<file path="config.mk">
export PLATFORM = sky130hd
export DESIGN_NAME = io_input_handshake
export DESIGN_NICKNAME = d
export VERILOG_FILES = /design/src/rtl/io_input_handshake.sv
export SDC_FILE = /design/constraint.sdc
export NUM_CORES = 1
export LEC_CHECK = 0
export BUFFER_PORTS_ARGS = -buffer_cell sky130_fd_sc_hd__buf_2
export CORE_MARGIN = 3
export CORE_UTILIZATION = 49
export CTS_CLUSTER_DIAMETER = 50
export CTS_CLUSTER_SIZE = 28
export DETAILED_ROUTE_END_ITERATION = 8
export PLACE_DENSITY = 0.93
export SYNTH_ARGS = -nofsm -noshare
export SYNTH_HDL_FRONTEND = slang
export SYNTH_SLANG_ARGS = --single-unit
</file>
<file path="constraint.sdc">
create_clock -name clk -period 4.05 [get_ports clk]
set_clock_uncertainty 0.2 [all_clocks]
set_input_delay 0.81 -clock clk [delete_from_list [all_inputs] [get_ports clk]]
set_output_delay 0.81 -clock clk [all_outputs]
set_load 0.03 [all_outputs]
</file>
<file path="src/rtl/io_input_handshake.sv">
// Serves the CPU IN instruction: once a request is pending, the next fresh button
// press captures the switch bank and returns it with a one-cycle acknowledge.
module io_input_handshake #(
  parameter int SW_W   = 16,
  parameter int DATA_W = 32,
  parameter int CNT_W  = 8
) (
  input  logic              clk,
  input  logic              reset,
  input  logic              btn_db,
  input  logic [SW_W-1:0]   sw_in,
  input  logic              in_req,
  output logic              in_ack,
  output logic [DATA_W-1:0] in_data,
  output logic              waiting,
  output logic              btn_pulse,
  output logic [CNT_W-1:0]  in_count
);

  typedef enum logic [1:0] {
    IDLE  = 2'd0,
    ARMED = 2'd1,
    HOLD  = 2'd2
  } state_t;

  state_t              state_q, state_d;
  logic                btn_prev_q;
  logic                ack_q, ack_d;
  logic [DATA_W-1:0]   data_q, data_d;
  logic                waiting_q;
  logic                pulse_q;
  logic [CNT_W-1:0]    count_q, count_d;
  logic                edge_det;

  assign edge_det = btn_db & ~btn_prev_q;

  always_comb begin
    state_d = state_q;
    ack_d   = 1'b0;
    data_d  = data_q;
    count_d = count_q;
    unique case (state_q)
      IDLE: begin
        // A press coinciding with the request is deliberately not a capture.
        if (in_req) state_d = ARMED;
      end
      ARMED: begin
        if (!in_req) begin
          state_d = IDLE;
        end else if (edge_det) begin
          data_d  = DATA_W'(sw_in);
          ack_d   = 1'b1;
          count_d = count_q + 1'b1;
          state_d = HOLD;
        end
      end
      HOLD: begin
        if (!in_req) state_d = IDLE;
      end
      default: state_d = IDLE;
    endcase
  end

  // waiting is derived from the next state so it lines up with state==ARMED.
  always_ff @(posedge clk) begin
    if (reset) begin
      state_q    <= IDLE;
      btn_prev_q <= 1'b1;
      ack_q      <= 1'b0;
      data_q     <= '0;
      waiting_q  <= 1'b0;
      pulse_q    <= 1'b0;
      count_q    <= '0;
    end else begin
      state_q    <= state_d;
      btn_prev_q <= btn_db;
      ack_q      <= ack_d;
      data_q     <= data_d;
      waiting_q  <= (state_d == ARMED);
      pulse_q    <= edge_det;
      count_q    <= count_d;
    end
  end

  assign in_ack    = ack_q;
  assign in_data   = data_q;
  assign waiting   = waiting_q;
  assign btn_pulse = pulse_q;
  assign in_count  = count_q;

endmodule
</file>
* Yosys cells after proc, flatten, opt, wreduce, memory -nomap -nowiden *
Cells that the tools add are included.

storage, ports and cells
  register bits after elaboration = 30
  bits in latches = 0
  RAM bits = 0
  ROM bits = 0
  input port bits = 20
  output and inout port bits = 43
  logic and storage cells = 24
  memories kept = 0

operators by class
  add/sub/neg operators = 1
  $mul = 0
  divide/modulo/power cells = 0
  magnitude comparators = 0
  equal/unequal tests = 3
  shifts and indexed selects = 0
  mux-type cells = 6
  bitwise gates (word level) = 4
  reduce and logical (&&, ||, !) cells = 3

operators with widths
  operator                                                               count
  8-bit by 1-bit adder with 8-bit output, second input constant          1
  2-bit two-way mux                                                      4
  2-bit one-hot mux with 3 select lines                                  1
  2-bit by 1-bit equality test with 1-bit output, second input constant  2
  1-bit inverter                                                         3
  3-bit AND reduction                                                    1
  3-bit OR reduction                                                     1
  2-bit equality test, second input constant                             1
  2-bit logical NOT                                                      1
  1-bit AND                                                              1
  1-bit two-way mux                                                      1

* Longest topological paths before layout *
Gate-level depths: netlist (run 1).

  depth after elaboration = 6
  gate-level depth with buffers = 5
  mapped depth without buffers = 4

* Least setup slack after synthesis (run 1) *
Ideal clock, no wire load.

  path type = input -> register
  from = input btn_db
  to = register count_q[7], in the netlist in_count[7]
  setup time = 0.123 ns
  arrival time = 1.616 ns
  data required time = 3.727 ns
  path slack = 2.110 ns
  stages on the path = 4
  buffers on the path = 1
  path through = nand3b_4 buf_6 nor4_1 mux2_1

on the way
  longest elaborated chain between the ends = 2

RTL lines
  what                           line  text
  from (decl)                    10    input logic btn_db,
  1-bit AND                      35    assign edge_det = btn_db & ~btn_prev_q;
  3-bit AND reduction (no line)  n/a
  to (signal assigned)           81    count_q <= count_d;
  to (decl)                      32    logic [CNT_W-1:0] count_q, count_d;

Every way passes these cells.
A chain may end at the register's enable or synchronous reset.

* Worst setup path after layout (run 1) *
  from = input in_req
  to = register data_q[4], in the netlist in_data[4]

on the way
  longest elaborated chain between the ends = 1

RTL lines
  what                           line  text
  from (decl)                    12    input logic in_req,
  3-bit AND reduction (no line)  n/a
  to (signal assigned)           78    data_q <= data_d;
  to (decl)                      29    logic [DATA_W-1:0] data_q, data_d;

Every way passes these cells.

==> impl_metrics.yaml, run 1 <==
status:
  outcome: "finished, final reports clean"
drt:
  post_drt_via_cell_ratio: 5.365
  drt-total-wl_mm: 2.781
  wl_per_cell_um: 12.53
  dr.pass1.iters: 4
  wl_met3_um: 235
  via_count: 1191
  top_layer_used: "met4"
  drt-met1-wl_mm: 1.105
  drc: 0
  wl_met2_mm: 1.393
  ant_nets: 0
  first_iter_violations: 27
cts:
  ctsHoldBuffers: 0
  cts.sinks: 30
  numCtsBuffers: 5
  post_cts_resized: 0
  tritoncts: "yes"
  clk_pin_slew_ps: 100
  clockBufferDepth: 2
  htreeDepth: 2
  cts_root_buf: "clkbuf_4"
  clock_latency_ps: 330
  post_cts_buffers: 0
global_route:
  grt-ovfl-total: 0
  antenna_found_initial: 0
  grt_pass1_vias: 979
  grtUsageTotal_pct: 17.37
  grt_first_pass_wirelength_mm: 4.429
  grt_max_degree: 33
flow_run:
  cap_viol_max_count: 0
placement:
  hpwl_mm: 1.829
  io_buffer_count: 46
  gp_congestion: 0.7490
  post-place-cells: 214
  place_ws_ps: 1598
layout:
  layout-drive-gt1-share_pct: 29.69
  antennaDiodeCount: 0
  fin_util_pct: 60.47
  fin_cells: 222
  nets: 212
  area_growth_pct: 15.65
  nFillCells: 258
synth:
  synth_cells: 151
  ys_top_cells_by_area: "dfxtp_1 (46%), buf_4 (9.1%), a21oi_1 (8.7%)"
  synth.yosys.seq_area_share_pct: 45.54
  synth_area_um2: 1319
  synth_commonest_cells: "dfxtp_1 (30), a21oi_1 (23), o21ai_0 (19)"
  synth_edf_count: 0
  async_flop_share_pct: 0
  synth_ff_type: "dfxtp_1"
  ys_warn_count: 0
  ys_types: 29
  syn_avg_cell_area_um2: 8.734
  synth_top_area_share_pct: 45.54
  synthMostInstantiatedCell: "dfxtp_1"
  synth_area_leader_cell: "dfxtp_1"
  synth-seq-cells: 30
die:
  die-area_um2: 3350
  die_h_um: 57.88
  std_cell_rows: 18
  ios: 63
  die_width_um: 57.88
  initial_core_util_pct: 52.28
  core_area_um2: 2522
critical_path:
  start_kind: "input pin"
  worst_ep_arrival_time_ps: 2150
  r2r_setup_slack_ps: 2220
  path_max_fanout: 17
  cp-endpoint: "in_data[4]$_SDFFE_PP0P_"
  crit_type: "in2reg"
  ff2ff_path_depth: 3
  cp_data_required_time_ps: 4110
  r2r-end: "in_data[4]$_SDFFE_PP0P_"
  crit_path_end_kind: "register"
  worstSetupStartpoint: "in_req"
  r2r_start: "state_q[1]$_SDFF_PP0_"
sta:
  drv_slew: 0
  grt_setup_unrepaired: "no"
  max_slew_margin_pct: 25.53
  setup_tns_ps: 0
  period_needed_ps: 2092
  finalHoldViolCount: 0
  period_share_pct: 51.66
  worst_pin_slew_ps: 1115
  worst_slack_ps: 1958
  fmax_ghz: 0.4779
  setup_viol: 0
power:
  vdd_ir_drop_max_v: 0.0002445
  p_per_area_nw_per_um2: 353.7
  leakage_nw: 0.6673
worst_hold_path:
  min_path_type: "reg2reg"
[routing by layer]
layer / track usage (%) / vias to the layer above
met5: 0 / -
met4: 6.954 / 0
met3: 7.795 / 6
met2: 28.71 / 44
met1: 19.45 / 557
li1: - / 584
[worst max-delay path, cell delays in order]
cell and delay [ps]:
buf_2 110, nor2b_1 870, nand3_1 180, a21oi_1 170
[state kept, by name, summed over array words and instances (netlist names)]
name and flops:
waiting 1, btn_pulse 1, in_count 8, in_data 16
btn_prev_q 1, in_ack 1, state_q 2
[how the worst min path moves through the flow]
stage,from,endpoint,cells after the start
global placement,btn_prev_q$_SDFF_PP1_,btn_pulse$_SDFF_PP0_,1
detailed placement,btn_prev_q$_SDFF_PP1_,btn_pulse$_SDFF_PP0_,1
finish,btn_prev_q$_SDFF_PP1_,btn_pulse$_SDFF_PP0_,1
floorplan,btn_prev_q$_SDFF_PP1_,btn_pulse$_SDFF_PP0_,1
global route,btn_prev_q$_SDFF_PP1_,btn_pulse$_SDFF_PP0_,1
CTS,btn_prev_q$_SDFF_PP1_,btn_pulse$_SDFF_PP0_,1
[cell usage in the layout (no fill, tap or decap), drive strengths merged]
| cell type | instances |
|---|---|
| nand2b | 1 |
| nand3 | 18 |
| nand4 | 1 |
| conb | 16 |
| dfxtp | 30 |
| nor4 | 1 |
| or3 | 2 |
| buf | 46 |
| clkbuf | 7 |
| mux2 | 2 |
| nand4b | 1 |
| nor2b | 2 |
| clkinv | 1 |
| nor2 | 1 |
| nand3b | 2 |
| a21oi | 23 |
| or4 | 4 |
| ha | 1 |
| nor3b | 2 |
| nor3 | 3 |
| and3b | 1 |
| or2 | 1 |
| inv | 2 |
| nand2 | 1 |
| o31ai | 4 |
| o21ai | 19 |
[per-stage QoR]
step	cell area (um^2)	total power [mW]	hold WS, ps
5_1_grt	1525	0.5653	266.4
3_3_place_gp	1465	0.3596	224.6
4_1_cts	1525	0.5438	245.3
6_report	1525	0.5394	242.9
3_5_place_dp	1465	0.3599	231.0
2_1_floorplan	1375	0.3580	212.7
[report_power, final]
part	internal (mW)	switching, mW
Sequential	0.298	0.00192
Combinational	0.0118	0.0415
Clock	0.0840	0.102
Total	0.394	0.145
[cells by family (layout without fill, tap and decap cells)]
family | count (synthesis) | count (layout) | synth area share [%]
AO/OA/AOI/OAI | 46 | 46 | 18.22
AND/OR/NAND/NOR | 41 | 41 | 19.26
flip-flops | 30 | 30 | 45.54
buffers and inverters | 30 | 56 | 14.04
multiplexers | 2 | 2 | 1.708
adder cells (fa/ha/maj) | 1 | 1 | 0.9486
other | 1 | 16 | 0.2844
[cell type report]
| type | count | area (um^2) | area share [%] |
|---|---|---|---|
| repair buffers | 46 | 230.2 | 15.09 |
| well taps | 30 | 37.54 | 2.461 |
| clock inverters | 1 | 5.005 | 0.3281 |
| clock buffers | 7 | 55.05 | 3.610 |
| inverters | 2 | 7.507 | 0.4922 |
| flip-flops and latches | 30 | 600.6 | 39.38 |
| multi-input cells | 106 | 589.3 | 38.64 |
(Power assumes the default switching activity.)
==> inputs of run 2 (changes only) <==
--- a/config.mk
+++ b/config.mk
@@ -7,11 +7,11 @@
 export LEC_CHECK = 0
 export BUFFER_PORTS_ARGS = -buffer_cell sky130_fd_sc_hd__buf_2
 export CORE_MARGIN = 3
-export CORE_UTILIZATION = 49
+export CORE_UTILIZATION = 45
 export CTS_CLUSTER_DIAMETER = 50
 export CTS_CLUSTER_SIZE = 28
 export DETAILED_ROUTE_END_ITERATION = 8
-export PLACE_DENSITY = 0.93
+export PLACE_DENSITY = 0.87
 export SYNTH_ARGS = -nofsm -noshare
 export SYNTH_HDL_FRONTEND = slang
 export SYNTH_SLANG_ARGS = --single-unit
==> constraint.sdc (replaced) <==
create_clock -name clk -period 2.2 [get_ports clk]
set_clock_uncertainty 0.2 [all_clocks]
set_input_delay 0.44 -clock clk [delete_from_list [all_inputs] [get_ports clk]]
set_output_delay 0.44 -clock clk [all_outputs]
set_load 0.03 [all_outputs]
==> impl_metrics.yaml, run 2 (synthesis results as in run 1) <==
status:
  outcome: "finished, final reports clean"
cts:
  clockBufferDepth: 2
  cts_root_buf: "clkbuf_4"
  post_cts_resized: 0
  post_cts_buffers: 0
  cts.sinks: 30
  htreeDepth: 2
  clock_latency_ps: 330
  tritoncts: "yes"
  clk_pin_slew_ps: 100
  ctsHoldBuffers: 0
  numCtsBuffers: 5
critical_path:
  start_kind: "register"
  crit_path_top_delay_cell: "dfxtp_1"
  crit_path_max_incr_delay_ps: 440
  r2r_start: "state_q[0]$_SDFF_PP0_"
  crit_path_end_kind: "output port"
  crit_chain: "buf_2"
  crit_buf_inv: 1
  worstSetupStartpoint: "in_count[2]$_SDFFE_PP0P_"
  crit_type: "reg2out"
  worst_ep_arrival_time_ps: 1010
  cp_data_required_time_ps: 1560
  cp_top_family: "flip-flops"
  path_max_fanout: 7
worst_hold_path:
  min_path_type: "in2reg"
  min_from: "sw_in[7]"
global_route:
  grt_max_degree: 32
  grt-ovfl-total: 0
  antenna_found_initial: 0
  grt_first_pass_wirelength_mm: 4.422
  grtUsageTotal_pct: 16.35
  grt_pass1_vias: 1027
power:
  p_int_uw: 726.7
  p_comb_share_pct: 10.2
  p_per_area_nw_per_um2: 644.9
  power_frac_seq_pct: 55.2
  pwr-share-clk_pct: 34.7
  vdd_ir_drop_max_v: 0.0004992
  switching_power_uw: 274.6
  swShare_pct: 27.43
  leakage_nw: 0.6800
sta:
  period_share_pct: 75.13
  worst_pin_slew_ps: 535.8
  max_slew_margin_pct: 64.28
  finalHoldViolCount: 0
  setup_viol: 0
  grt_setup_unrepaired: "no"
  period_needed_ps: 1653
  whs_ps: 145.5
  drv_slew: 0
  setup_tns_ps: 0
  fmax_ghz: 0.6050
drt:
  dr.pass1.iters: 4
  ant_nets: 0
  wl_per_cell_um: 12.73
  drc: 0
  first_iter_violations: 25
  via_count: 1183
  post_drt_via_cell_ratio: 5.235
  drt-total-wl_mm: 2.877
die:
  initial_core_util_pct: 47.41
  ios: 63
  die-area_um2: 3616
  core_area_um2: 2781
  std_cell_rows: 19
  die_h_um: 60.14
  die_width_um: 60.14
layout:
  largest_reg_flops: 16
  antennaDiodeCount: 0
  mostFrequentLayoutCell: "buf_2"
  nets: 215
  layout-drive-gt1-share_pct: 31.28
  area_growth_pct: 17.74
  final_cell_mix: "buf_2 (46), dfxtp_1 (30), a21oi_1 (23), o21ai_0 (19), nand3_1 (18)"
placement:
  hpwl_mm: 2.011
  gp_congestion: 0.6808
  io_buffer_count: 46
flow_run:
  cap_viol_max_count: 0
-- run 2: per-layer routing --
metal	wire [um]	vias up	global-route usage [%]
li1	-	593	-
met1	1145	545	19.58
met2	1441	40	26.23
met3	255	5	7.343
met4	36	0	4.747
met5	0	-	0
-- run 2: tightest hold or removal path, stage by stage --
cell	delay [ps]
buf_2	100
nand3_1	50
a21oi_1	50
-- run 2: power by group through the flow --
stage / clock network, mW / logic (mW) / registers [mW]
2_1_floorplan: 0 / 0.0864 / 0.573
3_3_place_gp: 0 / 0.0996 / 0.565
3_5_place_dp: 0 / 0.101 / 0.565
4_1_cts: 0.355 / 0.101 / 0.552
5_1_grt: 0.377 / 0.111 / 0.553
6_report: 0.347 / 0.102 / 0.552
-- run 2: path summary, 6_finish.rpt --
check                                   to  slack, ps  cells past startpoint
hold reg to reg       btn_pulse$_SDFF_PP0_        240                      1
hold / removal     in_data[7]$_SDFFE_PP0P_        150                      3
setup / recovery               in_count[2]        550                      1
setup reg to reg  in_count[7]$_SDFFE_PP0P_        600                      3
-- run 2: layout make-up --
class	instances	area (um^2)
Sequential cell	30	600.6
Timing Repair Buffer	49	252.7
Clock buffer	6	51.30
Clock inverter	2	12.51
Tap cell	31	38.79
Inverter	2	7.507
Multi-Input combinational cell	106	589.3
Fill cell	283	1229
-- run 2: stage by stage --
step	util [%]	worst slack [ps]	cell area (um^2)	total power, mW	instances
2_1_floorplan	-	545.0	1375	0.6590	166
3_3_place_gp	53.53	476.6	1489	0.6644	218
3_5_place_dp	53.53	430.8	1489	0.6655	218
4_1_cts	55.83	538.6	1553	1.008	226
5_1_grt	55.83	479.1	1553	1.041	226
6_report	55.83	547.1	1553	1.001	226
==> inputs of run 3 (changes only) <==
--- a/config.mk
+++ b/config.mk
@@ -5,13 +5,14 @@
 export SDC_FILE = /design/constraint.sdc
 export NUM_CORES = 1
 export LEC_CHECK = 0
+export ABC_AREA = 1
 export BUFFER_PORTS_ARGS = -buffer_cell sky130_fd_sc_hd__buf_2
 export CORE_MARGIN = 3
-export CORE_UTILIZATION = 45
+export CORE_UTILIZATION = 40
 export CTS_CLUSTER_DIAMETER = 50
 export CTS_CLUSTER_SIZE = 28
 export DETAILED_ROUTE_END_ITERATION = 8
-export PLACE_DENSITY = 0.87
+export PLACE_DENSITY = 0.83
 export SYNTH_ARGS = -nofsm -noshare
 export SYNTH_HDL_FRONTEND = slang
 export SYNTH_SLANG_ARGS = --single-unit
==> constraint.sdc (replaced) <==
create_clock -name clk -period 1.5 [get_ports clk]
set_clock_uncertainty 0.2 [all_clocks]
set_input_delay 0.3 -clock clk [delete_from_list [all_inputs] [get_ports clk]]
set_output_delay 0.3 -clock clk [all_outputs]
set_load 0.03 [all_outputs]
==> impl_metrics.yaml, run 3 <==
cts:
  tritoncts: "yes"
  htreeDepth: 2
  cts_root_buf: "clkbuf_4"
  clockBufferDepth: 2
  numCtsBuffers: 5
  cts.sinks: 30
  clk_pin_slew_ps: 90
  clock_latency_ps: 320
sta:
  worst_pin_slew_ps: 527.4
  drv_slew: 0
  worst_slack_ps: 95.46
  whs_ps: 23.37
  max_slew_margin_pct: 64.80
  grt_setup_unrepaired: "no"
  period_share_pct: 93.64
  finalHoldViolCount: 0
  setup_tns_ps: 0
  setup_viol: 0
  period_needed_ps: 1405
  fmax_ghz: 0.7120
global_route:
  grt_first_pass_wirelength_mm: 4.257
  grt-ovfl-total: 0
  grt_pass1_vias: 1033
  grtUsageTotal_pct: 15.74
  grt_max_degree: 23
  use_met2_pct: 26.78
  antenna_found_initial: 0
  busiest_layer: "met2"
  grtUsageMet1_pct: 16.69
  grt_util_met3_pct: 5.579
power:
  leakage_nw: 0.8863
  pwr-share-clk_pct: 39.7
  p_per_area_nw_per_um2: 952.2
  swShare_pct: 23.42
  p_int_mw: 1.260
  vdd_ir_drop_max_v: 0.0007243
  power_frac_seq_pct: 49.4
  switching_power_uw: 385.3
  p_comb_share_pct: 10.9
synth:
  ys_warn_count: 0
  synth_area_leader_cell: "dfxtp_1"
  synth_edf_count: 0
  syn_avg_cell_area_um2: 7.851
  synth_commonest_cells: "nor2_1 (49), dfxtp_1 (30), buf_4 (17), o21ai_0 (17), nand2_1 (12)"
  async_flop_share_pct: 0
  synthMostInstantiatedCell: "nor2_1"
  synth_area_um2: 1256
  synth.yosys.seq_area_share_pct: 47.81
  ys_types: 25
  synth-seq-cells: 30
  synth_top_area_share_pct: 47.81
  ys_top_cells_by_area: "dfxtp_1 (48%), nor2_1 (15%), buf_4 (10%)"
  synth_cells: 160
  synth_ff_type: "dfxtp_1"
drt:
  wl_per_cell_um: 10.49
  drc: 0
  dr.pass1.iters: 4
  drt-total-wl_mm: 2.800
  first_iter_violations: 57
  via_count: 1152
  post_drt_via_cell_ratio: 4.315
  ant_nets: 0
critical_path:
  cp_top_family: "flip-flops"
  r2r_start: "btn_prev_q$_SDFF_PP1_"
  crit_buf_inv: 1
  crit_chain: "buf_2"
  crit_path_end_kind: "output port"
  crit_type: "reg2out"
  start_kind: "register"
  crit_path_top_delay_cell: "dfxtp_1"
  cp_data_required_time_ps: 1000
  path_max_fanout: 4
  worstSetupStartpoint: "in_count[3]$_SDFFE_PP0P_"
  crit_path_max_incr_delay_ps: 370
  worst_ep_arrival_time_ps: 900
placement:
  gp_congestion: 0.6754
  place_ws_ps: 3.394
  io_buffer_count: 46
  hpwl_mm: 1.795
  placed_area_um2: 1459
worst_hold_path:
  min_from: "sw_in[0]"
  min_path_type: "in2reg"
die:
  ios: 63
  die_h_um: 62.04
  initial_core_util_pct: 43.67
  std_cell_rows: 19
  die-area_um2: 3849
  die_width_um: 62.04
  core_area_um2: 2877
layout:
  fin_area_um2: 1728
  layout-drive-gt1-share_pct: 30.22
  area_growth_pct: 37.55
  largest_reg_flops: 16
  mostFrequentLayoutCell: "nor2_1"
  nets: 246
  antennaDiodeCount: 0
  final_cell_mix: "nor2_1 (48), buf_2 (44), dfxtp_1 (26), o21ai_0 (17)"
flow_run:
  cap_viol_max_count: 0
status:
  outcome: "finished, final reports clean"
run 3: cell count changes after synthesis, sizes merged, moves of 3 or more:
cell and change:
inv +5, nor2 +50, nand2 +12, or4 -4, o31ai -4, a21oi -19
nor3 -3, clkbuf -5, nand3 -13
run 3: cells by family after synthesis:
group / count (synthesis) / share of synthesized area, %
fa+ha+maj: 1 / 0.9959
buf+inv: 30 / 14.94
simple gates: 74 / 26.00
compound gates: 24 / 9.960
flops: 30 / 47.81
other cells: 1 / 0.2985
run 3: repair_timing:
action                                  in CTS  in global routing
endpoints found under the setup margin       0                 23
gates resized for setup                      0                  8
endpoints found under the hold margin       16                  0
hold buffers                                16                  0
buffers inserted                             0                  1
run 3: final cells by class:
class,instances,area (um^2)
Fill cell,259,1149
Sequential cell,30,605.6
Multi-Input combinational cell,115,534.3
Timing Repair Buffer,66,425.4
Tap cell,42,52.55
Clock buffer,6,51.30
Clock inverter,1,30.03
Inverter,7,28.78
run 3: path summary, 6_finish.rpt:
| kind | endpoint | slack (ps) | depth (start not counted) |
|---|---|---|---|
| min reg2reg | state_q[1]$_SDFF_PP0_ | 290 | 2 |
| max | in_count[3] | 100 | 1 |
| max reg2reg | in_count[5]$_SDFFE_PP0P_ | 130 | 7 |
| min | in_data[0]$_SDFFE_PP0P_ | 20 | 3 |
run 3: power by group through the flow:
stage	combinational [mW]	sequential, mW	clock, mW
final	0.179	0.813	0.653
after global routing	0.196	0.815	0.711
after CTS	0.176	0.812	0.669
after detailed placement	0.144	0.831	0
after global placement	0.143	0.831	0
after floorplan	0.118	0.848	0
run 3: metal layers:
metal / vias to the layer above / share of wire (%)
met3: 4 / 8.3
met4: 0 / 0.68
met5: - / 0
li1: 603 / -
met1: 498 / 43
met2: 47 / 48
run 3: metrics by stage:
stage | instances | total power, mW | utilization, %
2_1_floorplan | 175 | 0.9663 | -
3_3_place_gp | 243 | 0.9735 | 50.72
3_5_place_dp | 243 | 0.9747 | 50.72
4_1_cts | 266 | 1.657 | 59.11
5_1_grt | 267 | 1.722 | 60.07
6_report | 267 | 1.645 | 60.07
